## config.mk

```make
export PLATFORM = sky130hd
export DESIGN_NAME = ctrl_decode_queue_flat
export DESIGN_NICKNAME = d
export VERILOG_FILES = /design/src/rtl/ctrl_decode_queue_pkg.sv /design/src/rtl/ctrl_decode_queue_if.sv /design/src/rtl/ctrl_decode_queue_cond_check.sv /design/src/rtl/ctrl_decode_queue.sv /design/src/flat_wrapper.sv
export SDC_FILE = /design/constraint.sdc
export NUM_CORES = 1
export LEC_CHECK = 0
export BUFFER_PORTS_ARGS = -buffer_cell sky130_fd_sc_hd__buf_2
export CAP_MARGIN = 30
export CORE_UTILIZATION = 55
export DETAILED_ROUTE_END_ITERATION = 8
export GPL_ROUTABILITY_DRIVEN = 0
export HOLD_SLACK_MARGIN = 0.12
export PLACE_DENSITY = 0.86
export REMOVE_ABC_BUFFERS = 1
export SYNTH_ARGS = -nofsm -noshare
export SYNTH_HDL_FRONTEND = slang
export SYNTH_SLANG_ARGS = --single-unit
```

## constraint.sdc

```tcl
create_clock -name clk -period 4 [get_ports clk]
set_input_delay 0.2 -clock clk [delete_from_list [all_inputs] [get_ports clk]]
set_output_delay 0.2 -clock clk [all_outputs]
set_load 0.01 [all_outputs]
```

## src/rtl/ctrl_decode_queue_pkg.sv

```systemverilog
// Shared encodings and decode helper for ctrl_decode_queue.
package ctrl_pkg;

    // ALU command encodings presented to EX
    localparam logic [3:0] EXE_NOP = 4'b0000;
    localparam logic [3:0] EXE_MOV = 4'b0001;
    localparam logic [3:0] EXE_ADD = 4'b0010;
    localparam logic [3:0] EXE_ADC = 4'b0011;
    localparam logic [3:0] EXE_SUB = 4'b0100;
    localparam logic [3:0] EXE_SBC = 4'b0101;
    localparam logic [3:0] EXE_AND = 4'b0110;
    localparam logic [3:0] EXE_ORR = 4'b0111;
    localparam logic [3:0] EXE_EOR = 4'b1000;
    localparam logic [3:0] EXE_MVN = 4'b1001;

    // Data-processing opcode field
    localparam logic [3:0] OP_AND = 4'b0000;
    localparam logic [3:0] OP_EOR = 4'b0001;
    localparam logic [3:0] OP_SUB = 4'b0010;
    localparam logic [3:0] OP_ADD = 4'b0100;
    localparam logic [3:0] OP_ADC = 4'b0101;
    localparam logic [3:0] OP_SBC = 4'b0110;
    localparam logic [3:0] OP_TST = 4'b1000;
    localparam logic [3:0] OP_CMP = 4'b1010;
    localparam logic [3:0] OP_ORR = 4'b1100;
    localparam logic [3:0] OP_MOV = 4'b1101;
    localparam logic [3:0] OP_MVN = 4'b1111;

    typedef enum logic [1:0] {
        MODE_ALU  = 2'b00,
        MODE_MEM  = 2'b01,
        MODE_BR   = 2'b10,
        MODE_RSVD = 2'b11
    } mode_e;

    typedef enum logic [3:0] {
        COND_EQ = 4'h0, COND_NE = 4'h1, COND_CS = 4'h2, COND_CC = 4'h3,
        COND_MI = 4'h4, COND_PL = 4'h5, COND_VS = 4'h6, COND_VC = 4'h7,
        COND_HI = 4'h8, COND_LS = 4'h9, COND_GE = 4'hA, COND_LT = 4'hB,
        COND_GT = 4'hC, COND_LE = 4'hD, COND_AL = 4'hE, COND_NV = 4'hF
    } cond_e;

    typedef struct packed {
        logic [3:0] exe_cmd;
        logic       mem_r_en;
        logic       mem_w_en;
        logic       wb_en;
        logic       s;
        logic       b;
        logic       illegal;
    } ctrl_word_t;

    // Unconditional decode of the instruction fields into a control word
    function automatic ctrl_word_t decode_ctrl(input logic [1:0] mode,
                                               input logic [3:0] op_code,
                                               input logic       s_in);
        ctrl_word_t w;
        w = '0;
        case (mode)
            MODE_ALU: begin
                w.wb_en = 1'b1;
                w.s     = s_in;
                case (op_code)
                    OP_MOV: w.exe_cmd = EXE_MOV;
                    OP_MVN: w.exe_cmd = EXE_MVN;
                    OP_ADD: w.exe_cmd = EXE_ADD;
                    OP_ADC: w.exe_cmd = EXE_ADC;
                    OP_SUB: w.exe_cmd = EXE_SUB;
                    OP_SBC: w.exe_cmd = EXE_SBC;
                    OP_AND: w.exe_cmd = EXE_AND;
                    OP_ORR: w.exe_cmd = EXE_ORR;
                    OP_EOR: w.exe_cmd = EXE_EOR;
                    OP_CMP: begin w.exe_cmd = EXE_SUB; w.wb_en = 1'b0; end
                    OP_TST: begin w.exe_cmd = EXE_AND; w.wb_en = 1'b0; end
                    default: begin w = '0; w.illegal = 1'b1; end
                endcase
            end
            MODE_MEM: begin
                w.exe_cmd = EXE_ADD;
                if (s_in) begin
                    w.mem_r_en = 1'b1;
                    w.wb_en    = 1'b1;
                end else begin
                    w.mem_w_en = 1'b1;
                end
            end
            MODE_BR: begin
                w.b       = 1'b1;
                w.exe_cmd = EXE_NOP;
            end
            default: w.illegal = 1'b1;
        endcase
        return w;
    endfunction

endpackage

```

## src/rtl/ctrl_decode_queue_if.sv

```systemverilog
// Instruction-in / control-out handshake bundle for ctrl_decode_queue.
// master: the surrounding pipeline; slave: the decode queue.
interface ctrl_decode_queue_if #(
    parameter int EXE_CMD_W = 4,
    parameter int TAG_W     = 32
);
    logic                 flush;
    logic                 in_valid;
    logic                 in_ready;
    logic [1:0]           mode;
    logic [3:0]           op_code;
    logic                 s_in;
    logic [3:0]           cond;
    logic [3:0]           status;
    logic [TAG_W-1:0]     tag_in;
    logic                 out_valid;
    logic                 out_ready;
    logic [EXE_CMD_W-1:0] exe_cmd;
    logic                 mem_r_en;
    logic                 mem_w_en;
    logic                 wb_en;
    logic                 s;
    logic                 b;
    logic                 illegal;
    logic [TAG_W-1:0]     tag_out;

    modport master (
        output flush, in_valid, mode, op_code, s_in, cond, status, tag_in, out_ready,
        input  in_ready, out_valid, exe_cmd, mem_r_en, mem_w_en, wb_en, s, b, illegal, tag_out
    );

    modport slave (
        input  flush, in_valid, mode, op_code, s_in, cond, status, tag_in, out_ready,
        output in_ready, out_valid, exe_cmd, mem_r_en, mem_w_en, wb_en, s, b, illegal, tag_out
    );
endinterface

```

## src/rtl/ctrl_decode_queue_cond_check.sv

```systemverilog
// ARM condition-code evaluation against NZCV flags (bit3=N .. bit0=V).
module cond_check
    import ctrl_pkg::*;
(
    input  logic [3:0] cond,
    input  logic [3:0] status,
    output logic       pass
);
    logic n, z, c, v;
    assign {n, z, c, v} = status;

    // Map each condition code to its flag predicate; NV never passes
    always_comb begin
        pass = 1'b0;
        case (cond)
            COND_EQ: pass = z;
            COND_NE: pass = !z;
            COND_CS: pass = c;
            COND_CC: pass = !c;
            COND_MI: pass = n;
            COND_PL: pass = !n;
            COND_VS: pass = v;
            COND_VC: pass = !v;
            COND_HI: pass = c & !z;
            COND_LS: pass = !c | z;
            COND_GE: pass = (n == v);
            COND_LT: pass = (n != v);
            COND_GT: pass = !z & (n == v);
            COND_LE: pass = z | (n != v);
            COND_AL: pass = 1'b1;
            default: pass = 1'b0;
        endcase
    end
endmodule

```

## src/rtl/ctrl_decode_queue.sv

```systemverilog
// Registered ID-stage control decoder with a DEPTH-entry queue to ID/EX.
// Optional macro CTRL_DECODE_PERF_EN adds saturating issue/squash counters.
module ctrl_decode_queue
    import ctrl_pkg::*;
#(
    parameter int EXE_CMD_W = 4,
    parameter int TAG_W     = 32,
    parameter int DEPTH     = 2
) (
    input  logic                 clk,
    input  logic                 rst_n,
    ctrl_decode_queue_if.slave   bus
`ifdef CTRL_DECODE_PERF_EN
    ,
    output logic [31:0]          perf_issued,
    output logic [31:0]          perf_squashed
`endif
);
    localparam int PTR_W = (DEPTH > 1) ? $clog2(DEPTH) : 1;
    localparam int CNT_W = $clog2(DEPTH + 1);
    localparam logic [CNT_W-1:0] CNT_FULL = CNT_W'(DEPTH);
    localparam logic [PTR_W-1:0] PTR_LAST = PTR_W'(DEPTH - 1);

    ctrl_word_t       mem_word [DEPTH];
    logic [TAG_W-1:0] mem_tag  [DEPTH];
    logic [PTR_W-1:0] rd_ptr, wr_ptr;
    logic [CNT_W-1:0] count;
    logic             cond_pass;
    logic             push, pop;
    ctrl_word_t       dec_word, push_word, head_word;

    function automatic logic [PTR_W-1:0] ptr_next(input logic [PTR_W-1:0] p);
        return (p == PTR_LAST) ? '0 : p + 1'b1;
    endfunction

    cond_check u_cond_check (
        .cond   (bus.cond),
        .status (bus.status),
        .pass   (cond_pass)
    );

    assign bus.in_ready  = !bus.flush && ((count < CNT_FULL) || bus.out_ready);
    assign bus.out_valid = (count != '0);
    assign push          = bus.in_valid && bus.in_ready;
    assign pop           = bus.out_valid && bus.out_ready && !bus.flush;

    // Decode, then squash controls on a failed condition (illegal survives)
    always_comb begin
        dec_word  = decode_ctrl(bus.mode, bus.op_code, bus.s_in);
        push_word = dec_word;
        if (!cond_pass) begin
            push_word         = '0;
            push_word.illegal = dec_word.illegal;
        end
    end

    // Queue storage; contents are don't-care while count is 0
    always_ff @(posedge clk) begin
        if (push) begin
            mem_word[wr_ptr] <= push_word;
            mem_tag[wr_ptr]  <= bus.tag_in;
        end
    end

    // Pointer and occupancy tracking; reset and flush both empty the queue
    always_ff @(posedge clk) begin
        if (!rst_n || bus.flush) begin
            rd_ptr <= '0;
            wr_ptr <= '0;
            count  <= '0;
        end else begin
            if (push) wr_ptr <= ptr_next(wr_ptr);
            if (pop)  rd_ptr <= ptr_next(rd_ptr);
            case ({push, pop})
                2'b10:   count <= count + 1'b1;
                2'b01:   count <= count - 1'b1;
                default: count <= count;
            endcase
        end
    end

    // Head entry drives the outputs, forced to zero when empty
    always_comb begin
        head_word   = bus.out_valid ? mem_word[rd_ptr] : '0;
        bus.tag_out = bus.out_valid ? mem_tag[rd_ptr] : '0;
        bus.exe_cmd  = EXE_CMD_W'(head_word.exe_cmd);
        bus.mem_r_en = head_word.mem_r_en;
        bus.mem_w_en = head_word.mem_w_en;
        bus.wb_en    = head_word.wb_en;
        bus.s        = head_word.s;
        bus.b        = head_word.b;
        bus.illegal  = head_word.illegal;
    end

`ifdef CTRL_DECODE_PERF_EN
    // Saturating counters of issued entries and condition-squashed pushes
    always_ff @(posedge clk) begin
        if (!rst_n) begin
            perf_issued   <= '0;
            perf_squashed <= '0;
        end else begin
            if (pop && (perf_issued != '1))
                perf_issued <= perf_issued + 1'b1;
            if (push && !cond_pass && (perf_squashed != '1))
                perf_squashed <= perf_squashed + 1'b1;
        end
    end
`endif

endmodule

```

## src/flat_wrapper.sv

```systemverilog
// flat-port wrapper written by rule: the top's interface ports become plain ports
module ctrl_decode_queue_flat import ctrl_pkg::*;
#(
    parameter int EXE_CMD_W = 4,
    parameter int TAG_W     = 32,
    parameter int DEPTH     = 2
)
  (clk, rst_n, bus_flush, bus_in_valid, bus_mode, bus_op_code, bus_s_in, bus_cond, bus_status, bus_tag_in, bus_out_ready, bus_in_ready, bus_out_valid, bus_exe_cmd, bus_mem_r_en, bus_mem_w_en, bus_wb_en, bus_s, bus_b, bus_illegal, bus_tag_out);
  ctrl_decode_queue_if #(.EXE_CMD_W(EXE_CMD_W), .TAG_W(TAG_W)) bus_i ();
  input  logic clk;
  input  logic rst_n;
  input wire logic [$bits(bus_i.flush)-1:0] bus_flush;
  input wire logic [$bits(bus_i.in_valid)-1:0] bus_in_valid;
  input wire logic [$bits(bus_i.mode)-1:0] bus_mode;
  input wire logic [$bits(bus_i.op_code)-1:0] bus_op_code;
  input wire logic [$bits(bus_i.s_in)-1:0] bus_s_in;
  input wire logic [$bits(bus_i.cond)-1:0] bus_cond;
  input wire logic [$bits(bus_i.status)-1:0] bus_status;
  input wire logic [$bits(bus_i.tag_in)-1:0] bus_tag_in;
  input wire logic [$bits(bus_i.out_ready)-1:0] bus_out_ready;
  output wire logic [$bits(bus_i.in_ready)-1:0] bus_in_ready;
  output wire logic [$bits(bus_i.out_valid)-1:0] bus_out_valid;
  output wire logic [$bits(bus_i.exe_cmd)-1:0] bus_exe_cmd;
  output wire logic [$bits(bus_i.mem_r_en)-1:0] bus_mem_r_en;
  output wire logic [$bits(bus_i.mem_w_en)-1:0] bus_mem_w_en;
  output wire logic [$bits(bus_i.wb_en)-1:0] bus_wb_en;
  output wire logic [$bits(bus_i.s)-1:0] bus_s;
  output wire logic [$bits(bus_i.b)-1:0] bus_b;
  output wire logic [$bits(bus_i.illegal)-1:0] bus_illegal;
  output wire logic [$bits(bus_i.tag_out)-1:0] bus_tag_out;
  assign bus_i.flush = bus_flush;
  assign bus_i.in_valid = bus_in_valid;
  assign bus_i.mode = bus_mode;
  assign bus_i.op_code = bus_op_code;
  assign bus_i.s_in = bus_s_in;
  assign bus_i.cond = bus_cond;
  assign bus_i.status = bus_status;
  assign bus_i.tag_in = bus_tag_in;
  assign bus_i.out_ready = bus_out_ready;
  assign bus_in_ready = bus_i.in_ready;
  assign bus_out_valid = bus_i.out_valid;
  assign bus_exe_cmd = bus_i.exe_cmd;
  assign bus_mem_r_en = bus_i.mem_r_en;
  assign bus_mem_w_en = bus_i.mem_w_en;
  assign bus_wb_en = bus_i.wb_en;
  assign bus_s = bus_i.s;
  assign bus_b = bus_i.b;
  assign bus_illegal = bus_i.illegal;
  assign bus_tag_out = bus_i.tag_out;
  ctrl_decode_queue #(.EXE_CMD_W(EXE_CMD_W), .TAG_W(TAG_W), .DEPTH(DEPTH)) u_core (.clk(clk), .rst_n(rst_n), .bus(bus_i));
endmodule
```

==> results of run 1 <==
==> area by class of cell <==
class                           instances  area [um2]  area share [%]
Inverter                               11        41.3           0.847
Sequential cell                        89        2620            53.8
Multi-Input combinational cell        154        1070            21.9
Tap cell                               77        96.3            1.98
Clock buffer                           10         128            2.62
Timing Repair Buffer                  131         858            17.6
Clock inverter                          6        58.8            1.21
==> metal layers <==
metal	track usage, %	vias to the layer above	routed length, um
met4	10.3	0	119
met1	25.8	1222	3100
li1	-	1224	-
met5	0	-	0
met3	4.09	12	368
met2	40.7	82	4070
==> Yosys cell counts <==
cell,instances
sky130_fd_sc_hd__and3_1,2
sky130_fd_sc_hd__xor2_1,3
sky130_fd_sc_hd__xnor2_1,7
sky130_fd_sc_hd__dfxtp_1,5
sky130_fd_sc_hd__o2111ai_1,3
sky130_fd_sc_hd__mux2i_1,44
sky130_fd_sc_hd__o221ai_1,1
sky130_fd_sc_hd__o21ai_0,4
sky130_fd_sc_hd__nand2_1,8
sky130_fd_sc_hd__a21oi_1,11
sky130_fd_sc_hd__or2b_2,1
sky130_fd_sc_hd__buf_2,4
sky130_fd_sc_hd__edfxtp_1,84
sky130_fd_sc_hd__nand3_1,1
sky130_fd_sc_hd__clkbuf_1,6
sky130_fd_sc_hd__o211ai_1,2
sky130_fd_sc_hd__or3_1,4
sky130_fd_sc_hd__ha_1,4
sky130_fd_sc_hd__buf_6,2
sky130_fd_sc_hd__a211oi_1,1
sky130_fd_sc_hd__nor2_1,51
sky130_fd_sc_hd__inv_1,11
sky130_fd_sc_hd__a22oi_4,1
sky130_fd_sc_hd__nand2b_1,3
sky130_fd_sc_hd__a21boi_2,2
sky130_fd_sc_hd__a31oi_1,1
==> timing repair <==
action                                 in CTS  in global routing
buffers inserted                            0                  0
endpoints found under the hold margin      64                  0
hold buffers                               32                  0
==> worst paths after layout <==
check	to	slack, ns	cells past startpoint
worst max register to register	u_core.count[1]$_SDFFE_PP0P_	1.88	8
worst max-delay path	bus_tag_out[25]	1.62	4
worst min register to register	flop	0.55	2
worst min-delay path	flop	0.18	3
==> flip-flops by register name, summed over array words and instances, names as in the netlist, named ones only <==
signal	count
u_core.mem_word	20
u_core.wr_ptr	1
u_core.mem_tag	64
u_core.rd_ptr	1
u_core.count	2
==> where the power goes <==
group | total (mW) | internal (mW) | switching, mW
sequential | 1.06 | 1.05 | 0.00946
clock | 0.575 | 0.285 | 0.290
combinational | 0.175 | 0.0826 | 0.0928
==> through the flow <==
stage,hold slack [ns],power [mW]
6_report,0.183,1.81
2_1_floorplan,0.299,1.15
5_1_grt,0.208,1.87
4_1_cts,0.175,1.81
3_3_place_gp,0.391,1.21
3_5_place_dp,0.392,1.22
==> logic make-up (layout without fill, tap and decap cells) <==
group,after synthesis,in the layout,share of synthesized area [%]
buffers and inverters,23,158,2.81
AOI/OAI and AO/OA,26,26,4.83
DFF,89,89,69.4
adders and majority gates,4,4,1.32
xor gates and xnor gates,10,10,2.32
and+or+nand+nor,70,70,7.71
muxes,44,44,11.6
==> worst reg2reg max path, cell delays in order, from the launching register on <==
cell                      delay [ns]
sky130_fd_sc_hd__dfxtp_1        0.37
sky130_fd_sc_hd__nor2_4         0.11
sky130_fd_sc_hd__buf_4          0.39
sky130_fd_sc_hd__inv_1          0.14
sky130_fd_sc_hd__nand2_1        0.14
sky130_fd_sc_hd__nor2_1         0.06
sky130_fd_sc_hd__ha_1           0.33
sky130_fd_sc_hd__or3_1          0.39
sky130_fd_sc_hd__a21oi_1        0.15
==> impl_metrics.sql, run 1 <==
INSERT INTO impl_metrics (metric_group, metric, value, unit) VALUES
('clock_tree', 'cts_tree', 'built', ''),
('floorplanning', 'dieArea', '0.00721', 'mm2'),
('floorplanning', 'top_level_ports', '96', ''),
('setup_path', 'critical_path.cell_chain', 'buf_4 > mux2i_1 > nor2_1 > buf_2', ''),
('logic_synthesis', 'synthDistinctLibCells', '26', ''),
('setup_path', 'r2r_start', 'u_core.count[0]$_SDFFE_PP0P_', ''),
('place', 'buffer_ports.inserted', '95', ''),
('sta', 'fin_skew', '0.00822', 'ns'),
('status', 'failed_checks', 'design-rule violations', ''),
('clock_tree', 'clock_insertion_delay_worst_skew', '0.35', 'ns'),
('sta', 'min_period_over_period', '59.6', '%'),
('floorplanning', 'die_width', '84.9', 'um'),
('floorplanning', 'chipHeight', '84.9', 'um'),
('layout', 'design.final.nets', '452', ''),
('sta', 'number_of_hold_violations_in_the_final_report', '0', ''),
('drt', 'vias_per_cell', '5.31', ''),
('status', 'status', 'complete, but fails checks', ''),
('floorplanning', 'floorplan.initialDensity', '58.2', '%'),
('layout', 'final_layout_size_suffix_gt1_share', '29.9', '%'),
('place', 'dpl.cell_count', '429', ''),
('min_path', 'hold_path.class', 'in -> reg', ''),
('logic_synthesis', 'syn_area_per_cell', '14.2', 'um2'),
('drt', 'drtAntennaViolNets', '0', ''),
('logic_synthesis', 'syn-instance-count', '266', ''),
('setup_path', 'timing_worst_setup_path_type', 'reg -> out', ''),
('sta', 'max_freq', '0.419', 'GHz'),
('logic_synthesis', 'post-synth-top-area-fraction', '66.7', '%'),
('sta', 'finalWorstPathRequiredPeriod', '2.39', 'ns'),
('place', 'dp_hpwl', '4720', 'um'),
('logic_synthesis', 'ys_top_cells_by_area', 'sky130_fd_sc_hd__edfxtp_1, sky130_fd_sc_hd__mux2i_1, sky130_fd_sc_hd__nor2_1, sky130_fd_sc_hd__dfxtp_1, sky130_fd_sc_hd__xnor2_1', ''),
('grt', 'total_gr_overflow', '0', ''),
('logic_synthesis', 'synth.yosys.seq_area_share', '69.4', '%'),
('drt', 'detail_route.wirelength', '7660', 'um'),
('drt', 'drc', '8', ''),
('logic_synthesis', 'synth_warnings', '0', ''),
('setup_path', 'critical_path_buf_inv_count', '2', ''),
('grt', 'grt_pass1_wl', '12000', 'um'),
('sta', 'setup_slack', '1.62', 'ns'),
('power', 'static-leakage-power', '1.86', 'nW'),
('logic_synthesis', 'synth_largest_area_cell', 'sky130_fd_sc_hd__edfxtp_1', ''),
('layout', 'area_delta_synth_final', '28.9', '%'),
('clock_tree', 'cts_made_buffers', '9', ''),
('sta', 'slew_headroom', '43.3', '%'),
('setup_path', 'cp-start-kind', 'flop', ''),
('sta', 'rsz0062_at_grt', 'no', ''),
('sta', 'report.final.setup_viol', '0', ''),
('setup_path', 'critPathArrivalTime', '2.19', 'ns'),
('grt', 'vias_in_the_first_global_route', '2535', ''),
('grt', 'antenna_found_initial', '0', ''),
('setup_path', 'critical_path_peak_fanout', '27', ''),
('logic_synthesis', 'postSynthRegisterBits', '89', ''),
('layout', 'layout.cell_area.non_filler', '0.00487', 'mm2'),
('sta', 'tightestPinTransition', '0.850', 'ns'),
('layout', 'layout.cells.non_filler', '478', ''),
('clock_tree', 'clockBufferDepth', '2', ''),
('layout', 'most-common-layout-cells', 'sky130_fd_sc_hd__buf_2, sky130_fd_sc_hd__edfxtp_1, sky130_fd_sc_hd__nor2_1', ''),
('drt', 'wl_per_cell', '16.0', 'um'),
('setup_path', 'setup.worst_path.end_class', 'output pin', ''),
('place', 'placed_cell_area', '0.00435', 'mm2'),
('power', 'cell_pwr_density', '371', 'mW/mm2'),
('layout', 'layout.filler_cells', '380', ''),
('power', 'ir_drop', '0.000160', 'V'),
('sta', 'fin_tns_setup', '0', 'ns'),
('clock_tree', 'clock_tree.root_cell', 'sky130_fd_sc_hd__clkbuf_8', ''),
('setup_path', 'required_time_reported_for_the_critical_path_endpoint', '3.80', 'ns'),
('clock_tree', 'worst_setup_hold_path_clk_slew', '0.08', 'ns'),
('floorplanning', 'placementRows', '29', ''),
('layout', 'layout.cells.most_common', 'sky130_fd_sc_hd__buf_2', ''),
('clock_tree', 'cts_resized', '0', ''),
('floorplanning', 'core_region_area', '0.00649', 'mm2'),
('grt', 'grtUsageTotal', '22.4', '%');
Note: power is estimated with default switching activity, not from simulation.
==> run 2: changes to the inputs <==
- CORE_UTILIZATION: 55 -> 48
- PLACE_DENSITY: 0.86 -> 0.8
- clock period: 4 -> 2.1 ns (I/O delays scaled with it)
==> impl_metrics.sql, run 2 (synthesis gave the netlist of run 1 again) <==
INSERT INTO impl_metrics (metric_group, metric, value, unit) VALUES
('status', 'status', 'completed', ''),
('clock_tree', 'clock_insertion_delay_worst_skew', '0.35', 'ns'),
('drt', 'initialDrtViolationCount', '71', ''),
('sta', 'tightestPinTransition', '0.895', 'ns'),
('grt', 'grtUsageTotal', '18.9', '%'),
('clock_tree', 'clkSinkCount', '89', ''),
('layout', 'design.final.nets', '458', ''),
('drt', 'wl_per_cell', '14.5', 'um'),
('clock_tree', 'worst_setup_hold_path_clk_slew', '0.08', 'ns'),
('grt', 'antenna_found_initial', '0', ''),
('drt', 'first_pass_iters', '4', ''),
('clock_tree', 'cts_made_buffers', '9', ''),
('power', 'static-leakage-power', '1.90', 'nW'),
('clock_tree', 'clock_tree.root_cell', 'sky130_fd_sc_hd__clkbuf_8', ''),
('setup_path', 'critical_path_peak_fanout', '25', ''),
('run', 'maxCapViolCount', '0', ''),
('sta', 'slew_headroom', '40.3', '%'),
('setup_path', 'slowest_stage', 'sky130_fd_sc_hd__buf_4', ''),
('clock_tree', 'cts_resized', '0', ''),
('layout', 'diodes', '0', ''),
('layout', 'most-common-layout-cells', 'sky130_fd_sc_hd__buf_2, sky130_fd_sc_hd__edfxtp_1, sky130_fd_sc_hd__nor2_1', ''),
('layout', 'layout.filler_cells', '559', ''),
('setup_path', 'cp-start-kind', 'flop', ''),
('grt', 'vias_in_the_first_global_route', '2625', ''),
('floorplanning', 'floorplan.initialDensity', '50.8', '%'),
('sta', 'max_freq', '0.589', 'GHz'),
('drt', 'drtAntennaViolNets', '0', ''),
('grt', 'grt_pass1_wl', '11800', 'um'),
('layout', 'register_bank_with_the_most_flops', 'u_core.mem_tag', ''),
('power', 'ir_drop', '0.000362', 'V'),
('grt', 'total_gr_overflow', '0', ''),
('layout', 'layout.cells.most_common', 'sky130_fd_sc_hd__buf_2', ''),
('layout', 'final_layout_size_suffix_gt1_share', '30.5', '%'),
('drt', 'detail_route.wirelength', '7320', 'um'),
('layout', 'area_delta_synth_final', '31.4', '%'),
('floorplanning', 'top_level_ports', '96', ''),
('clock_tree', 'cts_tree', 'built', ''),
('setup_path', 'timing_worst_setup_path_type', 'reg -> out', ''),
('place', 'dp_hpwl', '4500', 'um'),
('clock_tree', 'post-cts-setup-buffer-count', '0', ''),
('sta', 'slew_viol_final', '0', ''),
('sta', 'fin_skew', '0.00697', 'ns'),
('place', 'buffer_ports.inserted', '95', ''),
('place', 'placement.setup.worst_slack', '0.429', 'ns'),
('sta', 'min_period_over_period', '80.8', '%'),
('layout', 'postLayoutCoreUtil', '66.7', '%'),
('sta', 'report.final.setup_viol', '0', ''),
('setup_path', 'setup.worst_path.end_class', 'output pin', ''),
('setup_path', 'cp_slowest_stage_delay', '0.38', 'ns'),
('min_path', 'hp-start', 'bus_flush', ''),
('min_path', 'hold_path.class', 'in -> reg', ''),
('floorplanning', 'placementRows', '31', ''),
('layout', 'layout_top_registers', 'u_core.mem_tag (64), u_core.mem_word (20), u_core.count (2)', ''),
('layout', 'largest_reg_flops', '64', ''),
('floorplanning', 'dieArea', '0.00824', 'mm2'),
('setup_path', 'required_time_reported_for_the_critical_path_endpoint', '2.00', 'ns'),
('min_path', 'timing.hold.worst_path_depth', '3', ''),
('clock_tree', 'postCtsHoldBufs', '36', ''),
('sta', 'number_of_hold_violations_in_the_final_report', '0', ''),
('power', 'power', '3.59', 'mW'),
('drt', 'drc', '0', ''),
('floorplanning', 'core_region_area', '0.00745', 'mm2'),
('grt', 'grt_start_max_net_pins', '43', ''),
('setup_path', 'critPathArrivalTime', '1.59', 'ns'),
('drt', 'vias_per_cell', '4.96', ''),
('setup_path', 'worst_r2r_path_depth', '5', ''),
('clock_tree', 'h-tree-depth', '3', ''),
('sta', 'rsz0062_at_grt', 'no', ''),
('floorplanning', 'die_width', '90.8', 'um'),
('drt', 'route.vias.total', '2509', ''),
('power', 'cell_pwr_density', '722', 'mW/mm2'),
('setup_path', 'r2r_start', 'u_core.count[1]$_SDFFE_PP0P_', ''),
('clock_tree', 'clockBufferDepth', '2', ''),
('sta', 'finalWorstPathRequiredPeriod', '1.70', 'ns'),
('sta', 'fin_tns_setup', '0', 'ns'),
('setup_path', 'critical_path.cell_chain', 'buf_4 > mux2i_1 > nor2_1 > buf_2', ''),
('floorplanning', 'chipHeight', '90.8', 'um'),
('sta', 'setup_slack', '0.403', 'ns');
-- run 2: changes by cell type in the layout (fill, tap and decap cells not counted), sizes merged --
cell,previous run,this run
buf,99,101
bufinv,1,2
clkbuf,10,9
clkinv,4,3
dlygate4sd3,32,36
inv,11,12
-- run 2: report_power, final --
part,internal (mW),switching [mW],total [mW]
Clock,0.669,0.576,1.25
Sequential,1.99,0.0138,2.01
Combinational,0.158,0.176,0.334
-- run 2: final cells by class --
cell class	instances	area, um2	area share, %
clock inverters	7	93.8	1.89
flip-flops and latches	89	2620	52.8
well taps	99	124	2.49
multi-input cells	154	1070	21.5
repair buffers	137	893	18.0
inverters	11	41.3	0.831
clock buffers	9	124	2.49
-- run 2: path summary, 6_finish.rpt --
kind | end | slack (ns)
max | bus_tag_out[17] | 0.40
min | u_core.count[1]$_SDFFE_PP0P_ | 0.15
max reg2reg | u_core.count[1]$_SDFFE_PP0P_ | 0.44
min reg2reg | u_core.rd_ptr$_SDFFE_PP0P_ | 0.54
-- run 2: metrics by stage --
| step | area (um2) | hold WS, ns | instances |
|---|---|---|---|
| after floorplan | 3720 | 0.204 | 254 |
| after global placement | 4390 | 0.293 | 454 |
| after detailed placement | 4390 | 0.297 | 454 |
| after CTS | 4970 | 0.135 | 506 |
| after global routing | 4970 | 0.164 | 506 |
| final | 4970 | 0.151 | 506 |
-- run 2: worst max-delay path, delay by kind of cell, from the launching register on --
family	cells	cell delay, ns
simple gates	1	0.06
buf+inv	2	0.53
mux	1	0.30
flops	1	0.33
-- run 2: metal layers --
layer | GRT usage, % | part of all wire [%]
met3 | 4.12 | 5.3
met5 | 0 | 0
met4 | 8.20 | 1.4
met1 | 20.0 | 40
met2 | 35.5 | 53
